--- src/rtl/mem_bus_arbiter_if.sv ---
// Bus bundle for the two-port memory arbiter: data port 0, fetch port 1,
// and the shared synchronous-RAM side.
interface mem_bus_arbiter_if;
  logic        Req0, We0, Ack0;
  logic [31:0] Addr0, WData0, RData0;
  logic        Req1, Ack1;
  logic [31:0] Addr1, RData1;
  logic        MemEn, MemWe;
  logic [31:0] MemAddr, MemWData, MemRData;
  logic        Err;

  modport slave (
    input  Req0, We0, Addr0, WData0, Req1, Addr1, MemRData,
    output RData0, Ack0, RData1, Ack1, MemEn, MemWe, MemAddr, MemWData, Err
  );

  modport master (
    output Req0, We0, Addr0, WData0, Req1, Addr1, MemRData,
    input  RData0, Ack0, RData1, Ack1, MemEn, MemWe, MemAddr, MemWData, Err
  );
endinterface

--- src/rtl/mem_bus_arbiter.sv ---
// Two-port arbiter onto one synchronous RAM: IDLE -> ACCESS -> RESP, one
// access per two cycles, data port favoured but bounded by MAX_CONSEC.
module mem_bus_arbiter #(
  parameter int MAX_CONSEC = 2
) (
  input  logic             clk,
  input  logic             rst,
  mem_bus_arbiter_if.slave bus
);
  typedef enum logic [1:0] {IDLE = 2'd0, ACCESS = 2'd1, RESP = 2'd2} state_e;

  typedef struct packed {
    logic        id;
    logic        we;
    logic [31:0] addr;
    logic [31:0] wdata;
  } req_t;

  localparam int            CW   = $clog2(MAX_CONSEC + 1);
  localparam logic [CW-1:0] CMAX = CW'(MAX_CONSEC);

  state_e        state_q, state_d;
  req_t          req_q, req_d;
  logic [CW-1:0] consec_q, consec_d;
  logic          gnt, gnt_id, misal;
  logic [31:0]   rdata;

  always_ff @(posedge clk or posedge rst) begin
    if (rst) begin
      state_q  <= IDLE;
      req_q    <= '0;
      consec_q <= '0;
    end else begin
      state_q  <= state_d;
      req_q    <= req_d;
      consec_q <= consec_d;
    end
  end

  // Arbitration runs in IDLE and RESP so a waiting request chains straight
  // into the next ACCESS without an idle bubble.
  assign gnt    = (state_q != ACCESS) && (bus.Req0 || bus.Req1);
  assign gnt_id = bus.Req1 && (!bus.Req0 || consec_q == CMAX);

  always_comb begin
    state_d  = state_q;
    req_d    = req_q;
    consec_d = consec_q;
    unique case (state_q)
      ACCESS:  state_d = RESP;
      default: state_d = gnt ? ACCESS : IDLE;
    endcase
    if (gnt) begin
      req_d.id    = gnt_id;
      req_d.we    = gnt_id ? 1'b0 : bus.We0;
      req_d.addr  = gnt_id ? bus.Addr1 : bus.Addr0;
      req_d.wdata = gnt_id ? 32'h0 : bus.WData0;
    end
    if (!bus.Req1 || (gnt && gnt_id))
      consec_d = '0;
    else if (gnt && consec_q != CMAX)
      consec_d = consec_q + CW'(1);
  end

  // A misaligned access never reaches the RAM; it only reports Err on Ack.
  assign misal = req_q.addr[1:0] != 2'b00;
  assign rdata = (misal || req_q.we) ? 32'h0 : bus.MemRData;

  always_comb begin
    bus.MemEn    = 1'b0;
    bus.MemWe    = 1'b0;
    bus.MemAddr  = 32'h0;
    bus.MemWData = 32'h0;
    bus.Ack0     = 1'b0;
    bus.Ack1     = 1'b0;
    bus.Err      = 1'b0;
    bus.RData0   = 32'h0;
    bus.RData1   = 32'h0;
    case (state_q)
      ACCESS: begin
        bus.MemEn    = !misal;
        bus.MemWe    = req_q.we && !misal;
        bus.MemAddr  = req_q.addr;
        bus.MemWData = req_q.wdata;
      end
      RESP: begin
        bus.Ack0   = !req_q.id;
        bus.Ack1   = req_q.id;
        bus.Err    = misal;
        bus.RData0 = req_q.id ? 32'h0 : rdata;
        bus.RData1 = req_q.id ? rdata : 32'h0;
      end
      default: ;
    endcase
  end
endmodule

--- src/flat_wrapper.sv ---
// flat-port wrapper written by rule: the top's interface ports become plain ports
module mem_bus_arbiter_flat 
#(
  parameter int MAX_CONSEC = 2
)
  (clk, rst, bus_Req0, bus_We0, bus_Addr0, bus_WData0, bus_Req1, bus_Addr1, bus_MemRData, bus_RData0, bus_Ack0, bus_RData1, bus_Ack1, bus_MemEn, bus_MemWe, bus_MemAddr, bus_MemWData, bus_Err);
  mem_bus_arbiter_if bus_i ();
  input  logic clk;
  input  logic rst;
  input wire logic [$bits(bus_i.Req0)-1:0] bus_Req0;
  input wire logic [$bits(bus_i.We0)-1:0] bus_We0;
  input wire logic [$bits(bus_i.Addr0)-1:0] bus_Addr0;
  input wire logic [$bits(bus_i.WData0)-1:0] bus_WData0;
  input wire logic [$bits(bus_i.Req1)-1:0] bus_Req1;
  input wire logic [$bits(bus_i.Addr1)-1:0] bus_Addr1;
  input wire logic [$bits(bus_i.MemRData)-1:0] bus_MemRData;
  output wire logic [$bits(bus_i.RData0)-1:0] bus_RData0;
  output wire logic [$bits(bus_i.Ack0)-1:0] bus_Ack0;
  output wire logic [$bits(bus_i.RData1)-1:0] bus_RData1;
  output wire logic [$bits(bus_i.Ack1)-1:0] bus_Ack1;
  output wire logic [$bits(bus_i.MemEn)-1:0] bus_MemEn;
  output wire logic [$bits(bus_i.MemWe)-1:0] bus_MemWe;
  output wire logic [$bits(bus_i.MemAddr)-1:0] bus_MemAddr;
  output wire logic [$bits(bus_i.MemWData)-1:0] bus_MemWData;
  output wire logic [$bits(bus_i.Err)-1:0] bus_Err;
  assign bus_i.Req0 = bus_Req0;
  assign bus_i.We0 = bus_We0;
  assign bus_i.Addr0 = bus_Addr0;
  assign bus_i.WData0 = bus_WData0;
  assign bus_i.Req1 = bus_Req1;
  assign bus_i.Addr1 = bus_Addr1;
  assign bus_i.MemRData = bus_MemRData;
  assign bus_RData0 = bus_i.RData0;
  assign bus_Ack0 = bus_i.Ack0;
  assign bus_RData1 = bus_i.RData1;
  assign bus_Ack1 = bus_i.Ack1;
  assign bus_MemEn = bus_i.MemEn;
  assign bus_MemWe = bus_i.MemWe;
  assign bus_MemAddr = bus_i.MemAddr;
  assign bus_MemWData = bus_i.MemWData;
  assign bus_Err = bus_i.Err;
  mem_bus_arbiter #(.MAX_CONSEC(MAX_CONSEC)) u_core (.clk(clk), .rst(rst), .bus(bus_i));
endmodule
--- config.mk ---
export PLATFORM = sky130hd
export DESIGN_NAME = mem_bus_arbiter_flat
export DESIGN_NICKNAME = d
export VERILOG_FILES = /design/src/rtl/mem_bus_arbiter_if.sv /design/src/rtl/mem_bus_arbiter.sv /design/src/flat_wrapper.sv
export SDC_FILE = /design/constraint.sdc
export NUM_CORES = 1
export LEC_CHECK = 0
export BUFFER_PORTS_ARGS = -buffer_cell sky130_fd_sc_hd__buf_4
export CAP_MARGIN = 20
export CORE_MARGIN = 5
export CORE_UTILIZATION = 39
export CTS_CLUSTER_SIZE = 30
export DETAILED_ROUTE_END_ITERATION = 16
export PLACE_DENSITY = 0.86
export SLEW_MARGIN = 20
export SYNTH_ARGS = -nofsm -noshare
export SYNTH_HDL_FRONTEND = slang
export SYNTH_SLANG_ARGS = --single-unit
--- constraint.sdc ---
create_clock -name clk -period 4.5 [get_ports clk]
set_clock_uncertainty 0.05 [all_clocks]
set_input_delay 1.125 -clock clk [delete_from_list [all_inputs] [get_ports clk]]
set_output_delay 1.125 -clock clk [all_outputs]
set_load 0.01 [all_outputs]
==> metrics.txt, run 1 <==
reg2reg start u_core.consec_q[0]$_DFFE_PP0P_; number of synthesized flops with an enable pin 0; CP most frequent cell buf_4; Rows 36; drc violations 0; met3 wire len 1071 um; Wirelength per Cell about 20 um; fin. max-slew vios 0; clk_lat worst skew 0.33 ns; largest net degree at the start of global routing 43; global-route wire length before repair between 20000 and 25000 um; routability cong. 0.9274; synthesized area 3934 um^2; Layout Nets 774; Final Hold Viols 0; Tmin final 3.302 ns; ANT cells 0; worst r2r path cells 6; count of different cell masters after synthesis 26; Port Buffers 265; CP Max Fanout 37; LEAKAGE 3.088 nW; Post-CTS Hold Fix Bufs 0; crit path cell chain nand2b_2 -> inv_2 -> buf_4 -> and2_1 -> buf_4; Setup TNS 0 ns; post-synthesis sequential area ratio 44.53%; Clk pin slew, worst setup/hold paths 0.07 ns; WL final 15270 um; post-DR vias/cell between 5 and 6; Hold Startpoint u_core.req_q[5]$_DFFE_PP0N_; die area 12190 um^2; Final setup violation count 0; RSZ-0062 raised after global routing false; IO Pins 266; synthesized flop and latch total 70; Hold Path End u_core.req_q[5]$_DFFE_PP0N_; crit path capture type primary output; Critical Path AT roughly 2.1 ns; Yosys Warn Count 0; most frequent cells in the layout buf_4 (272), and2_1 (128), dfrtp_1 (70); asr flop ratio synth between 90% and 100%; outcome finished, final reports clean; hpwl dp between 10000 and 15000 um; Crit Path Category reg2out; cts bufs inserted 9; ranking of synthesized cells by area dfrtp_1 (45%), and2_1 (20%), a22o_1 (7.3%); VDD IR max 0.2924 mV; delay-heaviest family, CP buffers and inverters; initial antenna violation count 1; area growth from synthesis to layout 57.28%; area leader, netlist dfrtp_1; fraction of layout cells with a size suffix above 1 45.74%; mean area per synthesized cell a little under 10 um^2; CTS resizes 0; commonest non-fill, non-tap cell in the layout buf_4; CTS tree yes; critical path's slowest cell inv_2; vias in the first global route 4257; Routed Antenna Nets 0; R2R setup slack about 2.5 ns; kind of start point of the critical path register; Synth Flop Type dfrtp_1; dpl cell area between 5000 and 6000 um^2; Vias between 4k and 5k; total power 3.212 mW; H-tree levels 3; fmax 0.3028 GHz; Setup Fix Bufs, Post-CTS 0; DR top layer met5; crit-path max cell delay 0.45 ns; aggregate global routing overflow 0; wire length on met2 7720 um; core area 9819 um^2; clock buffer depth 2; post-layout instance area 6187 um^2; clock root buffer clkbuf_8; Detailed Route Iter0 Violations 230; Hold WC Path Type reg2reg; Vert. Die Dim roughly 110 um; syn_nets 532; Slew HR between 30% and 40%; DR pass1 iterations 4; hold depth 1; Final Cycle Share between 70% and 80%; CP Data Required Time between 3 and 4 ns; Gate Count Post-Synth 398; share of the synthesized area in the top cell type 44.53%; Buf+Inv Stages, Crit Path 3; Max-Cap Viols 0; All-Layer GR Usage 24.08%; Die X approximately 110 um; PD cells 519.2 nW/um^2; Initial Utilization 40.06%; measured slew at the worst slew-check pin about 0.93 ns; clock sinks 70; routed length on met1 6161 um; r2r endpoint u_core.req_q[7]$_DFFE_PP0N_
[cell type report]
class	count	area [um^2]
Fill cell	798	3632
Timing Repair Buffer	274	2081
Multi-Input combinational cell	280	1987
Sequential cell	70	1752
Tap cell	133	166.4
Clock buffer	12	135.1
Clock inverter	4	47.55
Inverter	5	18.77
[Yosys cell counts, types with 2 or more instances]
master     count
nand2b_1       2
and3b_1        2
a2bb2oi_1     32
clkbuf_1      29
nor2_1         4
nand2_1        2
dfrtp_1       70
a21oi_1        2
buf_4          3
buf_2         11
and2_1       128
a311oi_1      32
o21ai_0       32
inv_1          5
a22o_1        33
[cell families after synthesis]
logic type / share of synthesized area, %
AO/OA/AOI/OAI: 26.91
adder cells (fa/ha/maj): 0.3180
flip-flops: 44.53
buffers and inverters: 5.216
AND/OR/NAND/NOR: 23.03
[worst max path at each step]
stage | startpoint | to | cells after the start
global route | u_core.state_q[1]$_DFF_PP0_ | bus_MemWData[14] | 5
CTS | u_core.state_q[1]$_DFF_PP0_ | bus_MemAddr[16] | 5
finish | u_core.state_q[1]$_DFF_PP0_ | bus_MemAddr[16] | 5
floorplan | rst | u_core.consec_q[0]$_DFFE_PP0P_ | 1
global placement | bus_Req1 | u_core.req_q[18]$_DFFE_PP0N_ | 5
detailed placement | bus_Req1 | u_core.req_q[7]$_DFFE_PP0N_ | 6
[routing by layer]
metal	vias up	track usage (%)
li1	1915	-
met1	1952	29.66
met2	211	41.46
met3	29	6.455
met4	2	6.732
met5	-	0
[report_power, final]
part	switching [mW]	internal (mW)
Sequential	0.152	0.896
Clock	0.225	0.255
Combinational	0.793	0.892
Total	1.17	2.04
[sequential cells by signal (all words and copies together) (netlist names)]
register / cells
u_core.state_q: 2
u_core.consec_q: 2
u_core.req_q: 66
[through the flow]
stage          utilization (%)  hold WS (ns)  instances  worst slack, ns
3_3_place_gp             60.70        0.4318        760            1.327
4_1_cts                  62.68        0.4535        777            1.180
2_1_floorplan                -        0.4144        398            1.557
3_5_place_dp             60.82        0.4365        761            1.533
5_1_grt                  63.01        0.4711        778            1.018
6_report                 63.01        0.4537        778            1.198
[worst reg2reg max path: stages, from the launching register on]
cell,delay (ns)
dfrtp_1,0.36
inv_1,0.06
ha_1,0.24
nand2b_1,0.22
a211oi_4,0.60
buf_6,0.29
a22o_1,0.17
Power figures use the tool's default switching activity.
==> inputs of run 2 (changes only) <==
- CORE_UTILIZATION: 39 -> 38
- PLACE_DENSITY: 0.86 -> 0.87
- clock period: 4.5 -> 3 ns (I/O delays scaled with it)
==> run 2 against run 1 <==
Cell area shrank 0.30%. Total power rose by 48%. Sequential share of layout area up 0.086 points. Sequential power is 50% higher. Non-clock buffer count increased by 2. Die area is 2.4% higher. Wire length increased by 2.6%. Critical path depth is the same. Critical endpoint is now bus_MemAddr[22]. Highest routed layer is now met4.
==> metrics.txt, run 2 (synthesized netlist as in run 1, its figures left out) <==
fmax 0.3732 GHz; Vert. Die Dim 111.7 um (+1.2%); All-Layer GR Usage 24.60% (+0.52 points); Most flops, register u_core.req_q; Critical Path AT 1.88 ns (-0.25 ns); Setup TNS 0 ns (unchanged); DR pass1 iterations 5 (+1); Final Hold Viols 0 (unchanged); largest net degree at the start of global routing 65 (+51%); Setup Fix Bufs, Post-CTS 0 (unchanged); core area 10230 um^2 (+4.2%); final core utilization 60.29% (-2.7 points); Buf+Inv Stages, Crit Path 3 (unchanged); cts bufs inserted 9 (unchanged); outcome finished, final reports clean; pre-CTS WS 0.5863 ns (-0.9462 ns); kind of start point of the critical path register; commonest non-fill, non-tap cell in the layout buf_4; Layout Nets 776 (+0.26%); CP Max Fanout 64 (+73%); H-tree levels 3 (unchanged); LEAKAGE 3.078 nW (-0.34%); IO Pins 266 (unchanged); CP most frequent cell buf_4; PD cells 770.8 nW/um^2 (+48%); Vias 4168 (+1.4%); Detailed Route Iter0 Violations 309 (+34%); crit-path max cell delay 0.45 ns (about the same); Port Buffers 265 (unchanged); delay-heaviest family, CP buffers and inverters; Crit Path Category reg2out; vias in the first global route 4353 (+2.3%); VDD IR max 0.3933 mV (+35%); Wirelength per Cell 20.02 um (+2.0%); crit path cell chain nand2b_2 -> inv_2 -> buf_4 -> and2_1 -> buf_4; ANT cells 0 (unchanged); hpwl dp 12010 um (+5.3%); global-route wire length before repair 24540 um (+3.2%); die area 12490 um^2 (+2.4%); Slew HR 40.42% (+2.2 points); most frequent cells in the layout buf_4 (276), and2_1 (128), dfrtp_1 (70); CP Data Required Time 2.20 ns (-1.12 ns); post-DR vias/cell 5.323 (+0.79%); fraction of layout cells with a size suffix above 1 46.37% (+0.63 points); area growth from synthesis to layout 56.81%; aggregate global routing overflow 0 (unchanged); WL final 15680 um (+2.6%); Initial Utilization 38.45% (-1.6 points); clock sinks 70 (unchanged); clk_lat worst skew 0.33 ns (about the same); Regs by FF count u_core.req_q: 66 flops, u_core.consec_q: 2 flops, u_core.state_q: 2 flops; fin. max-slew vios 0 (unchanged); drc violations 0 (unchanged); Largest register FFs 66 (unchanged); Hold WC Path Type in2async; Final Worst Setup Slack 0.3205 ns (-0.8773 ns); routability cong. 1.089 (+17%); crit path capture type primary output; Max-Cap Viols 0 (unchanged); RSZ-0062 raised after global routing false; Final setup violation count 0 (unchanged); clock root buffer clkbuf_8; clock buffer depth 2 (unchanged); Die X 111.7 um (+1.2%); Tmin final 2.680 ns; Routed Antenna Nets 0 (unchanged); Clk pin slew, worst setup/hold paths 0.08 ns (about the same); critical path's slowest cell buf_4; CTS tree yes; Final Cycle Share 89.32%; initial antenna violation count 0 (-1); Rows 37 (+2.8%); measured slew at the worst slew-check pin 0.8928 ns (-0.03293 ns)
==> run 2: per-stage QoR <==
stage	instance area, um^2	power [mW]	hold slack (ns)	instances
after floorplan	3934	2.998	0.4144	398
after global placement	5995	4.022	0.4324	767
after detailed placement	5995	4.089	0.4325	767
after CTS	6167	4.786	0.3361	783
after global routing	6168	5.076	0.3487	783
final	6168	4.754	0.3376	783
==> run 2: per-layer routing <==
layer  track usage, %  share of wire [%]
met4            9.327                3.0
met3            5.924                9.2
met1            29.07                 36
met5                0                  0
met2            43.17                 52
==> run 2: cell type report <==
cell class,count,area (um^2)
clock buffers,10,127.6
clock inverters,6,45.04
fillers,885,4063
inverters,5,18.77
multi-input cells,280,1983
flip-flops and latches,70,1752
well taps,136,170.2
repair buffers,276,2072
==> run 2: worst paths after layout <==
kind / startpoint / end / slack [ns] / depth (start not counted)
setup / recovery: u_core.state_q[1]$_DFF_PP0_ / bus_MemAddr[22] / 0.32 / 5
hold / removal: rst / u_core.req_q[30]$_DFFE_PP0N_ / 0.34 / 2
setup reg to reg: u_core.consec_q[0]$_DFFE_PP0P_ / u_core.req_q[0]$_DFFE_PP0N_ / 0.96 / 6
hold reg to reg: u_core.req_q[10]$_DFFE_PP0N_ / u_core.req_q[10]$_DFFE_PP0N_ / 0.45 / 1
max in group asynchronous: rst / u_core.consec_q[1]$_DFFE_PP0P_ / 1.80 / 3
min in group clk: u_core.req_q[10]$_DFFE_PP0N_ / u_core.req_q[10]$_DFFE_PP0N_ / 0.45 / 1
==> run 2: repair_timing <==
| action | 4_1_cts | 5_1_grt |
|---|---|---|
| hold endpoints to repair | 0 | 0 |
| gates resized for setup | 0 | 1 |
| hold buffers | 0 | 0 |
| setup endpoints to repair | 0 | 2 |
==> run 2: where the power goes <==
part	internal [mW]	switching [mW]	total [mW]	leakage, nW
Sequential	1.34	0.229	1.57	0.841
Combinational	1.31	1.19	2.50	2.16
Clock	0.305	0.377	0.682	0.0793
==> inputs of run 3 (changes only) <==
==> constraint.sdc (replaced) <==
create_clock -name clk -period 3 [get_ports clk]
set_clock_uncertainty 0.05 [all_clocks]
set_input_delay 0.6 -clock clk [delete_from_list [all_inputs] [get_ports clk]]
set_output_delay 0.6 -clock clk [all_outputs]
set_load 0.01 [all_outputs]
==> run 3 against run 2 <==
Clock power down 0.7%. Critical path depth fell by 1. Critical path type unchanged. Core utilization is 0.35 points higher. Highest routed layer unchanged.
==> metrics.txt, run 3 (synthesized netlist as in run 1, its figures left out) <==
cts bufs inserted 9 (unchanged); clock root buffer clkbuf_8; die area 12490 um^2 (unchanged); PD cells 770.0 nW/um^2 (-0.10%); Final Hold Viols 0 (unchanged); Vias 4143 (-0.60%); Port Buffers 265 (unchanged); fmax 0.3764 GHz (+0.85%); area growth from synthesis to layout 57.73%; Switching Share 37.20% (-0.53 points); dpl cell area 6025 um^2 (+0.50%); Rows 37 (unchanged); core area 10230 um^2 (unchanged); kind of start point of the critical path register; largest net degree at the start of global routing 65 (unchanged); crit path capture type primary output; reg2reg start u_core.consec_q[0]$_DFFE_PP0P_; vias in the first global route 4152 (-4.6%); CTS resizes 0 (unchanged); fin cells 782 (-0.13%); H-tree levels 3 (unchanged); outcome finished, final reports clean; drc violations 0 (unchanged); hpwl dp 11670 um (-2.9%); CTS tree yes; Clk pin slew, worst setup/hold paths 0.08 ns (about the same); commonest non-fill, non-tap cell in the layout buf_4; Vert. Die Dim 111.7 um (unchanged); Routed Antenna Nets 0 (unchanged); IO Pins 266 (unchanged); post-DR vias/cell 5.298 (-0.47%); CP Data Required Time 2.35 ns (+0.15 ns); clock sinks 70 (unchanged); WL final 15080 um (-3.8%); clock buffer depth 2 (unchanged); ANT cells 0 (unchanged); combinational group share of total power 52.9% (+0.3 points); Hold WC Path Type in2async; fin. max-slew vios 0 (unchanged); placed insts 766 (-0.13%); Internal 3.000 mW (+1.3%); r2r endpoint u_core.req_q[60]$_DFFE_PP0N_; CP Max Fanout 32 (-50%); routability cong. 1.074 (-1.3%); VDD IR max 0.4164 mV (+5.9%); Most flops, register u_core.req_q; initial antenna violation count 0 (unchanged); Regs by FF count u_core.req_q: 66 flops, u_core.consec_q: 2 flops, u_core.state_q: 2 flops; fraction of layout cells with a size suffix above 1 46.28% (-0.083 points); Die X 111.7 um (unchanged); All-Layer GR Usage 23.24% (-1.4 points); global-route wire length before repair 23310 um (-5.0%); Layout Nets 775 (-0.13%); Final Cycle Share 88.57% (-0.75 points); Slew HR 36.08% (-4.3 points); worst r2r path cells 6 (unchanged); most frequent cells in the layout buf_4 (272), and2_1 (128), dfrtp_1 (70); RSZ-0062 raised after global routing false; Critical Path AT 2.01 ns (+0.13 ns); DR pass1 iterations 5 (unchanged); Reg power frac 33.0% (about the same); aggregate global routing overflow 0 (unchanged); Wirelength per Cell 19.28 um (-3.7%); Setup TNS 0 ns (unchanged); post-layout instance area 6205 um^2 (+0.59%); clock power share 14.2% (about the same); R2R setup slack 0.98 ns (+0.02 ns); Setup Fix Bufs, Post-CTS 0 (unchanged); Largest register FFs 66 (unchanged); LEAKAGE 3.098 nW (+0.65%); Crit Path Category reg2out; Post-CTS Hold Fix Bufs 0 (unchanged); Final setup violation count 0 (unchanged); sw power 1.777 mW (-0.94%); Detailed Route Iter0 Violations 298 (-3.6%); Max-Cap Viols 0 (unchanged); Initial Utilization 38.45% (unchanged); Tmin final 2.657 ns (-0.02250 ns); measured slew at the worst slew-check pin 0.9577 ns (+0.06495 ns); clk_lat worst skew 0.33 ns (about the same)
==> run 3: cell count changes in the layout (fill, tap and decap cells not counted), sizes merged <==
cell	delta
clkbuf	-1
clkinvlp	-2
clkinv	+3
buf	-1
==> run 3: power groups by stage <==
stage / clock, mW / sequential, mW / combinational, mW
after global placement: 0 / 1.56 / 2.49
final: 0.677 / 1.57 / 2.53
after global routing: 0.756 / 1.62 / 2.73
after floorplan: 0 / 1.49 / 1.50
after CTS: 0.711 / 1.57 / 2.55
after detailed placement: 0 / 1.57 / 2.55
==> run 3: layer usage <==
metal / wire, um / GRT usage (%) / vias to the layer above
met5: 0 / 0 / -
met4: 326 / 7.461 / 0
met3: 1121 / 5.109 / 15
met2: 7943 / 41.29 / 209
met1: 5687 / 27.91 / 2001
li1: - / - / 1918
==> run 3: worst max-delay path: stages (launching register included) <==
cell and delay, ns:
dfrtp_1 0.39, and3b_1 0.24, and3b_1 0.67, and2_1 0.24
buf_4 0.13
==> run 3: cell type report <==
cell class,count,area (um^2)
clock inverters,7,56.30
multi-input cells,280,1982
clock buffers,9,123.9
repair buffers,275,2102
flip-flops and latches,70,1752
well taps,136,170.2
inverters,5,18.77
fillers,861,4026
==> run 3: through the flow <==
| stage | total power [mW] | setup WS (ns) | hold slack (ns) | util (%) |
|---|---|---|---|---|
| CTS | 4.829 | 0.3257 | 0.3110 | 60.65 |
| detailed placement | 4.116 | 0.7101 | 0.4341 | 58.88 |
| floorplan | 2.998 | 0.5818 | 0.4144 | - |
| global placement | 4.049 | 0.8583 | 0.4332 | 58.88 |
| finish | 4.777 | 0.3430 | 0.3164 | 60.65 |
| global route | 5.106 | 0.1725 | 0.3552 | 60.65 |
==> run 3: worst max path at each step <==
stage	startpoint	endpoint	cells after the start
after floorplan	rst	u_core.consec_q[0]$_DFFE_PP0P_	1
after global placement	bus_Req1	u_core.req_q[45]$_DFFE_PP0N_	4
after detailed placement	u_core.state_q[0]$_DFF_PP0_	bus_RData1[12]	4
after CTS	u_core.state_q[0]$_DFF_PP0_	bus_RData1[12]	4
after global routing	u_core.state_q[0]$_DFF_PP0_	bus_RData1[12]	4
final	u_core.state_q[0]$_DFF_PP0_	bus_RData1[20]	4
